<file path="config.mk">
export PLATFORM = sky130hd
export DESIGN_NAME = mii_gen_check_flat
export DESIGN_NICKNAME = d
export VERILOG_FILES = /design/src/rtl/mii_gen_check_if.sv /design/src/rtl/mii_gen_check.sv /design/src/flat_wrapper.sv
export SDC_FILE = /design/constraint.sdc
export NUM_CORES = 1
export LEC_CHECK = 0
export ABC_AREA = 0
export BUFFER_PORTS_ARGS = -buffer_cell sky130_fd_sc_hd__buf_4
export CAP_MARGIN = 20
export CORE_AREA = 2 2 106 108
export DETAILED_ROUTE_END_ITERATION = 8
export DIE_AREA = 0 0 108 110
export SYNTH_ARGS = -nofsm -noshare
export SYNTH_HDL_FRONTEND = slang
export SYNTH_SLANG_ARGS = --single-unit
</file>
<file path="constraint.sdc">
create_clock -name clk -period 3.6 [get_ports clk]
set_clock_uncertainty 0.2 [all_clocks]
set_input_delay 0.18 -clock clk [delete_from_list [all_inputs] [get_ports clk]]
set_output_delay 0.18 -clock clk [all_outputs]
set_load 0.02 [all_outputs]
</file>
<file path="src/rtl/mii_gen_check_if.sv">
// Bus bundle for the MII traffic generator/checker: error-injection
// requests in, the 64-bit MII word stream and sticky error flags out.
interface mii_gen_check_if #(
    parameter int DATA_WIDTH = 64,
    parameter int CTRL_WIDTH = 8
);
    logic                  i_inj_payload;
    logic                  i_inj_ifg;
    logic                  i_inj_ctrl;
    logic [DATA_WIDTH-1:0] o_tx_data;
    logic [CTRL_WIDTH-1:0] o_tx_ctrl;
    logic                  payload_error;
    logic                  intergap_error;
    logic                  other_error;

    // The traffic block itself: takes injection requests, drives the stream.
    modport master (
        input  i_inj_payload,
        input  i_inj_ifg,
        input  i_inj_ctrl,
        output o_tx_data,
        output o_tx_ctrl,
        output payload_error,
        output intergap_error,
        output other_error
    );

    // Whoever controls injections and observes the stream and flags.
    modport slave (
        output i_inj_payload,
        output i_inj_ifg,
        output i_inj_ctrl,
        input  o_tx_data,
        input  o_tx_ctrl,
        input  payload_error,
        input  intergap_error,
        input  other_error
    );
endinterface

</file>
<file path="src/rtl/mii_gen_check.sv">
// Self-checking MII traffic block: a frame generator (gap, start,
// counting payload, terminate) plus a monitor that watches the generated
// stream and raises sticky payload / inter-frame-gap / protocol flags.
module mii_gen_check #(
    parameter int         DATA_WIDTH    = 64,
    parameter int         CTRL_WIDTH    = 8,
    parameter logic [7:0] IDLE_CODE     = 8'h07,
    parameter logic [7:0] START_CODE    = 8'hFB,
    parameter logic [7:0] TERM_CODE     = 8'hFD,
    parameter int         PAYLOAD_WORDS = 8,
    parameter int         IFG_WORDS     = 3,
    parameter int         MIN_IFG_WORDS = 2
) (
    input  logic             clk,
    input  logic             i_rst,
    mii_gen_check_if.master  mii
);

    // One control bit per byte lane, so the lane count follows CTRL_WIDTH.
    localparam int         LANES         = CTRL_WIDTH;
    localparam logic [7:0] INJ_CTRL_CODE = 8'hAA;
    localparam logic [7:0] IFG_LAST      = 8'(IFG_WORDS - 1);
    localparam logic [7:0] PAY_LAST      = 8'(PAYLOAD_WORDS - 1);
    localparam logic [7:0] PAY_COUNT     = 8'(PAYLOAD_WORDS);
    localparam logic [7:0] MIN_IFG       = 8'(MIN_IFG_WORDS);

    typedef enum logic [1:0] {
        GAP,
        START,
        PAYLOAD,
        TERM
    } gen_state_t;

    gen_state_t            gen_state;
    logic [7:0]            gap_cnt;
    logic [7:0]            word_idx;
    logic                  lat_payload;
    logic                  lat_ifg;
    logic                  lat_ctrl;
    logic                  frame_inj_payload;
    logic                  frame_inj_ctrl;
    logic [DATA_WIDTH-1:0] tx_data_q;
    logic [CTRL_WIDTH-1:0] tx_ctrl_q;

    logic                  inj_payload_eff;
    logic                  inj_ifg_eff;
    logic                  inj_ctrl_eff;
    logic [7:0]            gap_end;

    logic                  mon_in_frame;
    logic [7:0]            mon_word_cnt;
    logic [7:0]            mon_gap_cnt;
    logic                  payload_error_q;
    logic                  intergap_error_q;
    logic                  other_error_q;

    logic                  mon_start;
    logic                  mon_term;
    logic                  mon_idle_word;
    logic                  mon_data_any;
    logic                  mon_bad_ctrl;
    logic                  mon_start_lane;
    logic                  mon_preamble_bad;
    logic                  mon_mismatch;

    function automatic logic [DATA_WIDTH-1:0] fill_word(input logic [7:0] code);
        logic [DATA_WIDTH-1:0] d;
        d = '0;
        for (int k = 0; k < LANES; k++) d[8*k +: 8] = code;
        return d;
    endfunction

    function automatic logic [DATA_WIDTH-1:0] start_word();
        logic [DATA_WIDTH-1:0] d;
        d = fill_word(8'h55);
        d[8*(LANES-1) +: 8] = 8'hD5;
        d[7:0] = START_CODE;
        return d;
    endfunction

    function automatic logic [DATA_WIDTH-1:0] term_word();
        logic [DATA_WIDTH-1:0] d;
        d = fill_word(IDLE_CODE);
        d[7:0] = TERM_CODE;
        return d;
    endfunction

    function automatic logic [DATA_WIDTH-1:0] payload_data(input logic [7:0] w,
                                                           input logic inj_pay,
                                                           input logic inj_ctl);
        logic [DATA_WIDTH-1:0] d;
        logic [7:0]            base;
        d = '0;
        base = {w[4:0], 3'b000};
        for (int k = 0; k < LANES; k++) d[8*k +: 8] = base + 8'(k);
        if (inj_pay && w == 8'd0) d[7:0] = d[7:0] ^ 8'hFF;
        if (inj_ctl && w == 8'd1) d[8*3 +: 8] = INJ_CTRL_CODE;
        return d;
    endfunction

    function automatic logic [CTRL_WIDTH-1:0] payload_ctrl(input logic [7:0] w,
                                                           input logic inj_ctl);
        logic [CTRL_WIDTH-1:0] c;
        c = '0;
        if (inj_ctl && w == 8'd1) c[3] = 1'b1;
        return c;
    endfunction

    // A request arriving on the same edge a frame starts still applies to it.
    assign inj_payload_eff = lat_payload | mii.i_inj_payload;
    assign inj_ifg_eff     = lat_ifg | mii.i_inj_ifg;
    assign inj_ctrl_eff    = lat_ctrl | mii.i_inj_ctrl;
    assign gap_end         = inj_ifg_eff ? 8'd0 : IFG_LAST;

    // Generator: gap_cnt indexes the idle word currently on the output, so
    // the idle word shown during reset counts as the first gap word.
    always_ff @(posedge clk or posedge i_rst) begin
        if (i_rst) begin
            gen_state         <= GAP;
            gap_cnt           <= 8'd0;
            word_idx          <= 8'd0;
            lat_payload       <= 1'b0;
            lat_ifg           <= 1'b0;
            lat_ctrl          <= 1'b0;
            frame_inj_payload <= 1'b0;
            frame_inj_ctrl    <= 1'b0;
            tx_data_q         <= fill_word(IDLE_CODE);
            tx_ctrl_q         <= '1;
        end else begin
            lat_payload <= inj_payload_eff;
            lat_ifg     <= inj_ifg_eff;
            lat_ctrl    <= inj_ctrl_eff;
            case (gen_state)
                GAP: begin
                    if (gap_cnt >= gap_end) begin
                        gen_state         <= START;
                        tx_data_q         <= start_word();
                        tx_ctrl_q         <= CTRL_WIDTH'(1);
                        frame_inj_payload <= inj_payload_eff;
                        frame_inj_ctrl    <= inj_ctrl_eff;
                        lat_payload       <= 1'b0;
                        lat_ifg           <= 1'b0;
                        lat_ctrl          <= 1'b0;
                    end else begin
                        gap_cnt   <= gap_cnt + 8'd1;
                        tx_data_q <= fill_word(IDLE_CODE);
                        tx_ctrl_q <= '1;
                    end
                end
                START: begin
                    gen_state <= PAYLOAD;
                    word_idx  <= 8'd0;
                    tx_data_q <= payload_data(8'd0, frame_inj_payload, frame_inj_ctrl);
                    tx_ctrl_q <= payload_ctrl(8'd0, frame_inj_ctrl);
                end
                PAYLOAD: begin
                    if (word_idx == PAY_LAST) begin
                        gen_state <= TERM;
                        tx_data_q <= term_word();
                        tx_ctrl_q <= '1;
                    end else begin
                        word_idx  <= word_idx + 8'd1;
                        tx_data_q <= payload_data(word_idx + 8'd1, frame_inj_payload,
                                                  frame_inj_ctrl);
                        tx_ctrl_q <= payload_ctrl(word_idx + 8'd1, frame_inj_ctrl);
                    end
                end
                TERM: begin
                    gen_state <= GAP;
                    gap_cnt   <= 8'd0;
                    tx_data_q <= fill_word(IDLE_CODE);
                    tx_ctrl_q <= '1;
                end
                default: begin
                    gen_state <= GAP;
                    gap_cnt   <= 8'd0;
                    tx_data_q <= fill_word(IDLE_CODE);
                    tx_ctrl_q <= '1;
                end
            endcase
        end
    end

    // Monitor word classification: decode the word currently on the output.
    always_comb begin
        logic [7:0] lane;
        logic [7:0] base;
        lane             = 8'd0;
        base             = {mon_word_cnt[4:0], 3'b000};
        mon_idle_word    = 1'b1;
        mon_data_any     = 1'b0;
        mon_bad_ctrl     = 1'b0;
        mon_start_lane   = 1'b0;
        mon_preamble_bad = 1'b0;
        mon_mismatch     = 1'b0;
        for (int k = 0; k < LANES; k++) begin
            lane = tx_data_q[8*k +: 8];
            if (tx_ctrl_q[k]) begin
                if (lane != IDLE_CODE && lane != START_CODE && lane != TERM_CODE)
                    mon_bad_ctrl = 1'b1;
                if (k != 0 && lane == START_CODE) mon_start_lane = 1'b1;
                if (lane != IDLE_CODE) mon_idle_word = 1'b0;
            end else begin
                mon_data_any  = 1'b1;
                mon_idle_word = 1'b0;
                if (lane != base + 8'(k)) mon_mismatch = 1'b1;
            end
            if (k != 0) begin
                if (tx_ctrl_q[k] || lane != ((k == LANES - 1) ? 8'hD5 : 8'h55))
                    mon_preamble_bad = 1'b1;
            end
        end
        mon_start = tx_ctrl_q[0] && tx_data_q[7:0] == START_CODE;
        mon_term  = tx_ctrl_q[0] && tx_data_q[7:0] == TERM_CODE;
    end

    // Monitor state and sticky flags; the gap counter starts preset so the
    // first frame after reset is never reported as a short gap.
    always_ff @(posedge clk or posedge i_rst) begin
        if (i_rst) begin
            mon_in_frame     <= 1'b0;
            mon_word_cnt     <= 8'd0;
            mon_gap_cnt      <= MIN_IFG;
            payload_error_q  <= 1'b0;
            intergap_error_q <= 1'b0;
            other_error_q    <= 1'b0;
        end else begin
            if (mon_bad_ctrl || mon_start_lane) other_error_q <= 1'b1;
            if (mon_start) begin
                if (mon_in_frame || mon_preamble_bad) other_error_q <= 1'b1;
                if (!mon_in_frame && mon_gap_cnt < MIN_IFG) intergap_error_q <= 1'b1;
                mon_in_frame <= 1'b1;
                mon_word_cnt <= 8'd0;
            end else if (mon_term) begin
                if (!mon_in_frame) other_error_q <= 1'b1;
                mon_in_frame <= 1'b0;
                mon_gap_cnt  <= 8'd0;
            end else if (mon_in_frame) begin
                if (mon_mismatch) payload_error_q <= 1'b1;
                if (mon_word_cnt >= PAY_COUNT) other_error_q <= 1'b1;
                if (mon_word_cnt != 8'hFF) mon_word_cnt <= mon_word_cnt + 8'd1;
            end else begin
                if (mon_data_any) other_error_q <= 1'b1;
                if (mon_idle_word && mon_gap_cnt != 8'hFF)
                    mon_gap_cnt <= mon_gap_cnt + 8'd1;
            end
        end
    end

    assign mii.o_tx_data      = tx_data_q;
    assign mii.o_tx_ctrl      = tx_ctrl_q;
    assign mii.payload_error  = payload_error_q;
    assign mii.intergap_error = intergap_error_q;
    assign mii.other_error    = other_error_q;

endmodule

</file>
<file path="src/flat_wrapper.sv">
// flat-port wrapper written by rule: the top's interface ports become plain ports
module mii_gen_check_flat 
#(
    parameter int         DATA_WIDTH    = 64,
    parameter int         CTRL_WIDTH    = 8,
    parameter logic [7:0] IDLE_CODE     = 8'h07,
    parameter logic [7:0] START_CODE    = 8'hFB,
    parameter logic [7:0] TERM_CODE     = 8'hFD,
    parameter int         PAYLOAD_WORDS = 8,
    parameter int         IFG_WORDS     = 3,
    parameter int         MIN_IFG_WORDS = 2
)
  (clk, i_rst, mii_i_inj_payload, mii_i_inj_ifg, mii_i_inj_ctrl, mii_o_tx_data, mii_o_tx_ctrl, mii_payload_error, mii_intergap_error, mii_other_error);
  mii_gen_check_if #(.DATA_WIDTH(DATA_WIDTH), .CTRL_WIDTH(CTRL_WIDTH)) mii_i ();
  input  logic clk;
  input  logic i_rst;
  input wire logic [$bits(mii_i.i_inj_payload)-1:0] mii_i_inj_payload;
  input wire logic [$bits(mii_i.i_inj_ifg)-1:0] mii_i_inj_ifg;
  input wire logic [$bits(mii_i.i_inj_ctrl)-1:0] mii_i_inj_ctrl;
  output wire logic [$bits(mii_i.o_tx_data)-1:0] mii_o_tx_data;
  output wire logic [$bits(mii_i.o_tx_ctrl)-1:0] mii_o_tx_ctrl;
  output wire logic [$bits(mii_i.payload_error)-1:0] mii_payload_error;
  output wire logic [$bits(mii_i.intergap_error)-1:0] mii_intergap_error;
  output wire logic [$bits(mii_i.other_error)-1:0] mii_other_error;
  assign mii_i.i_inj_payload = mii_i_inj_payload;
  assign mii_i.i_inj_ifg = mii_i_inj_ifg;
  assign mii_i.i_inj_ctrl = mii_i_inj_ctrl;
  assign mii_o_tx_data = mii_i.o_tx_data;
  assign mii_o_tx_ctrl = mii_i.o_tx_ctrl;
  assign mii_payload_error = mii_i.payload_error;
  assign mii_intergap_error = mii_i.intergap_error;
  assign mii_other_error = mii_i.other_error;
  mii_gen_check #(.DATA_WIDTH(DATA_WIDTH), .CTRL_WIDTH(CTRL_WIDTH), .IDLE_CODE(IDLE_CODE), .START_CODE(START_CODE), .TERM_CODE(TERM_CODE), .PAYLOAD_WORDS(PAYLOAD_WORDS), .IFG_WORDS(IFG_WORDS), .MIN_IFG_WORDS(MIN_IFG_WORDS)) u_core (.clk(clk), .i_rst(i_rst), .mii(mii_i));
endmodule
</file>
# Word-level counts from Yosys, hierarchy flattened
# Cells that the tools add are included.
# totals
regBits	115
input_bits	5
out_inout_bits	75
elab_cells	270
# classes
n_addsub	18
magnitude_cmp	3
n_eq_ne	61
mux	118
bitwise_logic	6
reduce_logical	48
# ops
op	n
64-bit case mux with 4 select lines	1
8-bit inequality test (second input constant)	19
64-bit 2-to-1 mux	2
8-bit 2-to-1 mux	14
1-bit 2-to-1 mux	94
8-bit equality test (second input constant)	9
8-bit by 3-bit adder with 8-bit output (second input constant)	8
8-bit by 3-bit inequality test with 1-bit output (second input constant)	8
8-bit inequality test	8
8-bit by 1-bit adder with 8-bit output (second input constant)	6
8-bit by 7-bit inequality test with 1-bit output (second input constant)	6
8-bit by 2-bit adder with 8-bit output (second input constant)	4
8-bit case mux with 2 select lines	2
8-bit case mux with 4 select lines	1
1-bit logical AND	22
2-bit nonzero test	6
2-bit AND reduction	5
1-bit logical OR	9
8-bit by 1-bit equality test with 1-bit output (second input constant)	1
8-bit by 3-bit equality test with 1-bit output (second input constant)	1
8-bit by 4-bit greater-or-equal comparator with 1-bit output (second input constant)	1
8-bit greater-or-equal comparator	1
8-bit logical NOT	1
8-bit by 2-bit < comparator with 1-bit output (second input constant)	1
13 further kinds	24

# Depth between registers and ports, before layout
# depth
word_depth	25
ltp_mapped	9
depth_no_buf	8

# Least setup slack after synthesis
# No wires, ideal clock.
# synth_timing
kind	register -> register
start	reg u_core.tx_data_q[48] (netlist: u_core.mii.o_tx_data[48])
end	reg u_core.mon_gap_cnt[0]
setup_time_ns	0.125
arrival_ns	2.116
t_required_ns	3.275
path_slack_ns	1.159
stages_incl_launch_ff	7
n_path_buf	1
period_less_slack_ns	2.441
path_cell_list	dfstp_2 > buf_2 > nand3_1 > o21ai_0 > nand3_1 > a21oi_1 > mux2_2
# synth_via
elab_chain_len	8
# synth_lines
element	line	source
start: declaration	mii_gen_check.sv:42	logic [DATA_WIDTH-1:0] tx_data_q;
start signal: assignment	mii_gen_check.sv:127	tx_data_q <= fill_word(IDLE_CODE);
start signal: assignment	mii_gen_check.sv:137	tx_data_q <= start_word();
start signal: assignment	mii_gen_check.sv:146	tx_data_q <= fill_word(IDLE_CODE);
8-bit by 3-bit inequality test with 1-bit output	mii_gen_check.sv:202	if (lane != IDLE_CODE) mon_idle_word = 1'b0;
1-bit 2-to-1 mux	mii_gen_check.sv:202	
1-bit 2-to-1 mux	mii_gen_check.sv:198	if (tx_ctrl_q[k]) begin
1-bit 2-to-1 mux	mii_gen_check.sv:202	
1-bit 2-to-1 mux	mii_gen_check.sv:198	
1-bit logical AND	mii_gen_check.sv:244	if (mon_idle_word && mon_gap_cnt != 8'hFF)
2-bit nonzero test (no line)	n/a	
3-bit AND reduction (no line)	n/a	
end signal: assignment	mii_gen_check.sv:245	mon_gap_cnt <= mon_gap_cnt + 8'd1;
end: declaration	mii_gen_check.sv:52	logic [7:0] mon_gap_cnt;
# Every way passes these cells.
# A chain may end at the register's enable or synchronous reset.

# Worst setup path after layout
# layout_timing
start	reg u_core.gen_state[0]
end	reg u_core.tx_data_q[5] (netlist: u_core.mii.o_tx_data[5])
# layout_via
elab_chain_len	2
word_cells_on_any_way	5
cone_classes	eq/ne (3); mux (1); reduce/logical (1)
# layout_lines
element	line	source
start: declaration	mii_gen_check.sv:34	gen_state_t gen_state;
start signal: assignment	mii_gen_check.sv:119	gen_state <= GAP;
start signal: assignment	mii_gen_check.sv:136	gen_state <= START;
start signal: assignment	mii_gen_check.sv:151	gen_state <= PAYLOAD;
2-bit equality test, or another cell as far along	mii_gen_check.sv:133	case (gen_state)
64-bit case mux with 4 select lines (*)	mii_gen_check.sv:133	
# Every way passes the cells marked *; elsewhere a longest branch is shown, timed or not.

==> results.md <==
* Switch Pwr at 1950 uW
* Die height at 110 um
* Final hold violations at 0
* Worst reg2reg path endpoint: u_core.mii.o_tx_data[5]
* Status: completed
* PortBufs at 72
* GRT overflow at 0
* Final HPWL DP at 7.53 mm
* Vias post-DR at 3,344
* Max_cap viols at 0
* WP data arrival at 2.97 ns
* Finished Cell Area at 4770 um^2
* Ratio of cells with drive above 1 in the final layout at 0.240
* Starting Density at 0.393
* WL final at 10.2 mm
* CTS H-tree depth at 3
* Main synth FF type: dfrtp_1
* Reg2reg setup slack at 0.70 ns
* Ant diodes at 0
* DRC at 0
* Routed Antenna Nets at 0
* Most numerous cell in the Yosys netlist: dfrtp_1
* Pwr Total at 4210 uW
* Core Rows at 38
* Top achievable clock speed at 0.345 GHz
* Die ar. at 11,900 um^2
* Routed len/inst at 16.1 um
* Min-delay worst type: in2async
* Post-DP Area at 4510 um^2
* Tcrit/Tclk final at 0.805
* Comb power frac at 0.494
* Vias in the first global route at 3,184
* Width of the chip at 108 um
* Leakage at 0.00216 uW
* EDFF count, synth at 0
* WP data required at 3.67 ns
* Max-slew violation count at 0
* Max-Slew Margin vs Limit at 0.470
* Post-synthesis sequential area ratio at 0.402
* Clock root cell: clkbuf_8
* Fin Setup TNS at 0 ns
* Switch share at 0.463
* Yosys top cell area share at 0.346
* Area leader, netlist: dfrtp_1
* FF+latch count, synth at 67
* Max IR drop VDD at 0.000373 V
* RSZ-0062 raised after global routing: no
* CTS Buffer Depth at 2
* Distinct cells, synth at 65
* CP Class: reg2reg
* Avg Cell Area, Syn at 9.11 um^2
* Setup violators final at 0
* Initial antenna violation count at 0
* Worst slew pin tran at 0.792 ns
* Worst-path clk slew at 0.08 ns
* Sequential group share of total power at 0.340
* Fin util at 0.445
* Final Critical Period at 2.90 ns
* Starting DRC count in detailed routing at 170
* Netlist Area Pre-Place at 4200 um^2
* Power Density at 884 nW/um^2
* Top Ports at 80
* Routability cong. at 0.847
* Vias per inst at 5.30
* Post-Synthesis Cells at 461
* Nets at 504
* Area delta synth->final at 13.5%
* Ys async rst share at 1.00
* Largest net degree at the start of global routing at 50
* CTS tree: yes
* FF-to-FF Start: u_core.gen_state[0]
* Clock Latency Late Sink at 0.36 ns
* Worst Reg2Reg Path Length in Cells at 8
* Setup crit end kind: register
* Internal power at 2260 uW
* Max FO, Critical Path at 12
* Top cells by count, synth: dfrtp_1, buf_4, nand2_1
* CTS Sinks at 67
* Top cells by area, synth: dfrtp_1, buf_4, dfstp_2
* Clock share of power at 0.166
* Setup crit start kind: register
* TritonCTS buffer count at 9
* Synth warnings at 0
* CORE AREA at 10,700 um^2
* Overall Global Routing Usage at 0.175
* Global-route wire length before repair at 16.1 mm
* TritonRoute pass-1 iters at 4
==> metal layers <==
layer  wire length (um)  global-route usage
met4                 95              0.0522
met5                  0                   0
met1               4310               0.218
met2               5390               0.297
met3                376              0.0470
==> worst max-delay path by stage <==
stage | from | end | cells after the start
finish | u_core.gen_state[0] | u_core.mii.o_tx_data[5] | 8
global placement | u_core.gen_state[1] | u_core.mii.o_tx_data[5] | 8
CTS | u_core.gen_state[0] | u_core.mii.o_tx_data[5] | 8
global route | u_core.gen_state[1] | u_core.mii.o_tx_data[5] | 8
floorplan | u_core.mii.o_tx_data[48] | u_core.mon_gap_cnt[0] | 6
detailed placement | u_core.gen_state[0] | u_core.mii.o_tx_data[6] | 8
==> stage by stage <==
| step | hold slack (ns) | std cells | setup WS [ns] |
|---|---|---|---|
| 3_5_place_dp | 0.00508 | 611 | 0.798 |
| 3_3_place_gp | 0.000196 | 611 | 0.904 |
| 5_1_grt | 0.222 | 631 | 0.448 |
| 6_report | 0.164 | 631 | 0.703 |
| 4_1_cts | 0.175 | 631 | 0.752 |
| 2_1_floorplan | 0.120 | 467 | 1.16 |
==> flip-flops by register name, summed over array words and instances (netlist names), 2 cells and up <==
name                  cells
u_core.mii.o_tx_data     22
u_core.gap_cnt            8
u_core.mon_gap_cnt        8
u_core.mon_word_cnt       8
u_core.word_idx           8
u_core.gen_state          2
u_core.mii.o_tx_ctrl      2
==> kinds of logic (layout without fill, tap and decap cells) <==
| group | after synthesis | in the layout | synth area share |
|---|---|---|---|
| and+or+nand+nor | 168 | 168 | 0.217 |
| muxes | 7 | 7 | 0.0173 |
| DFF | 67 | 67 | 0.402 |
| buffers and inverters | 91 | 115 | 0.126 |
| other | 1 | 7 | 0.000893 |
| AOI/OAI and AO/OA | 89 | 89 | 0.146 |
| adders and majority gates | 13 | 13 | 0.0387 |
| xor gates and xnor gates | 25 | 25 | 0.0521 |
==> final cells by class <==
class | count | area, um^2
Clock inverter | 6 | 91.3
Multi-Input combinational cell | 309 | 2010
Sequential cell | 67 | 1690
Tap cell | 140 | 175
Timing Repair Buffer | 78 | 596
Clock buffer | 10 | 128
Inverter | 21 | 78.8
Fill cell | 1038 | 5930
==> power by group through the flow <==
stage / clock network (uW) / logic [uW] / registers, uW
3_5_place_dp: 0 / 2080 / 1440
3_3_place_gp: 0 / 2070 / 1420
4_1_cts: 721 / 2090 / 1430
5_1_grt: 746 / 2280 / 1480
2_1_floorplan: 0 / 1610 / 1350
6_report: 700 / 2080 / 1430
==> timing repair <==
item,CTS,global route
hold buffers,4,0
setup buffers,0,0
endpoints found under the hold margin,23,0
gates resized for setup,0,0
==> placed cells by master (no fill, tap or decap), types with 13 or more instances in the layout <==
cell type  Yosys  final
a21oi_1       17     17
buf_4         49     74
dfrtp_1       58     58
ha_1          13     13
inv_1         20     19
nand2_1       34     34
nand3_1       18     18
nand4_1       14     14
nor2_1        29     29
nor3_1        18     18
o21ai_0       20     20
xor2_1        14     14
==> critical path, cell delays in order (launching register included) <==
cell     delay (ns)
dfrtp_1        0.42
inv_1          0.16
ha_1           0.42
inv_1          0.16
a31oi_1        0.62
inv_1          0.21
o21ai_0        0.27
o41ai_1        0.18
a31oi_1        0.17
No activity file was read; power rests on OpenSTA's default activity.
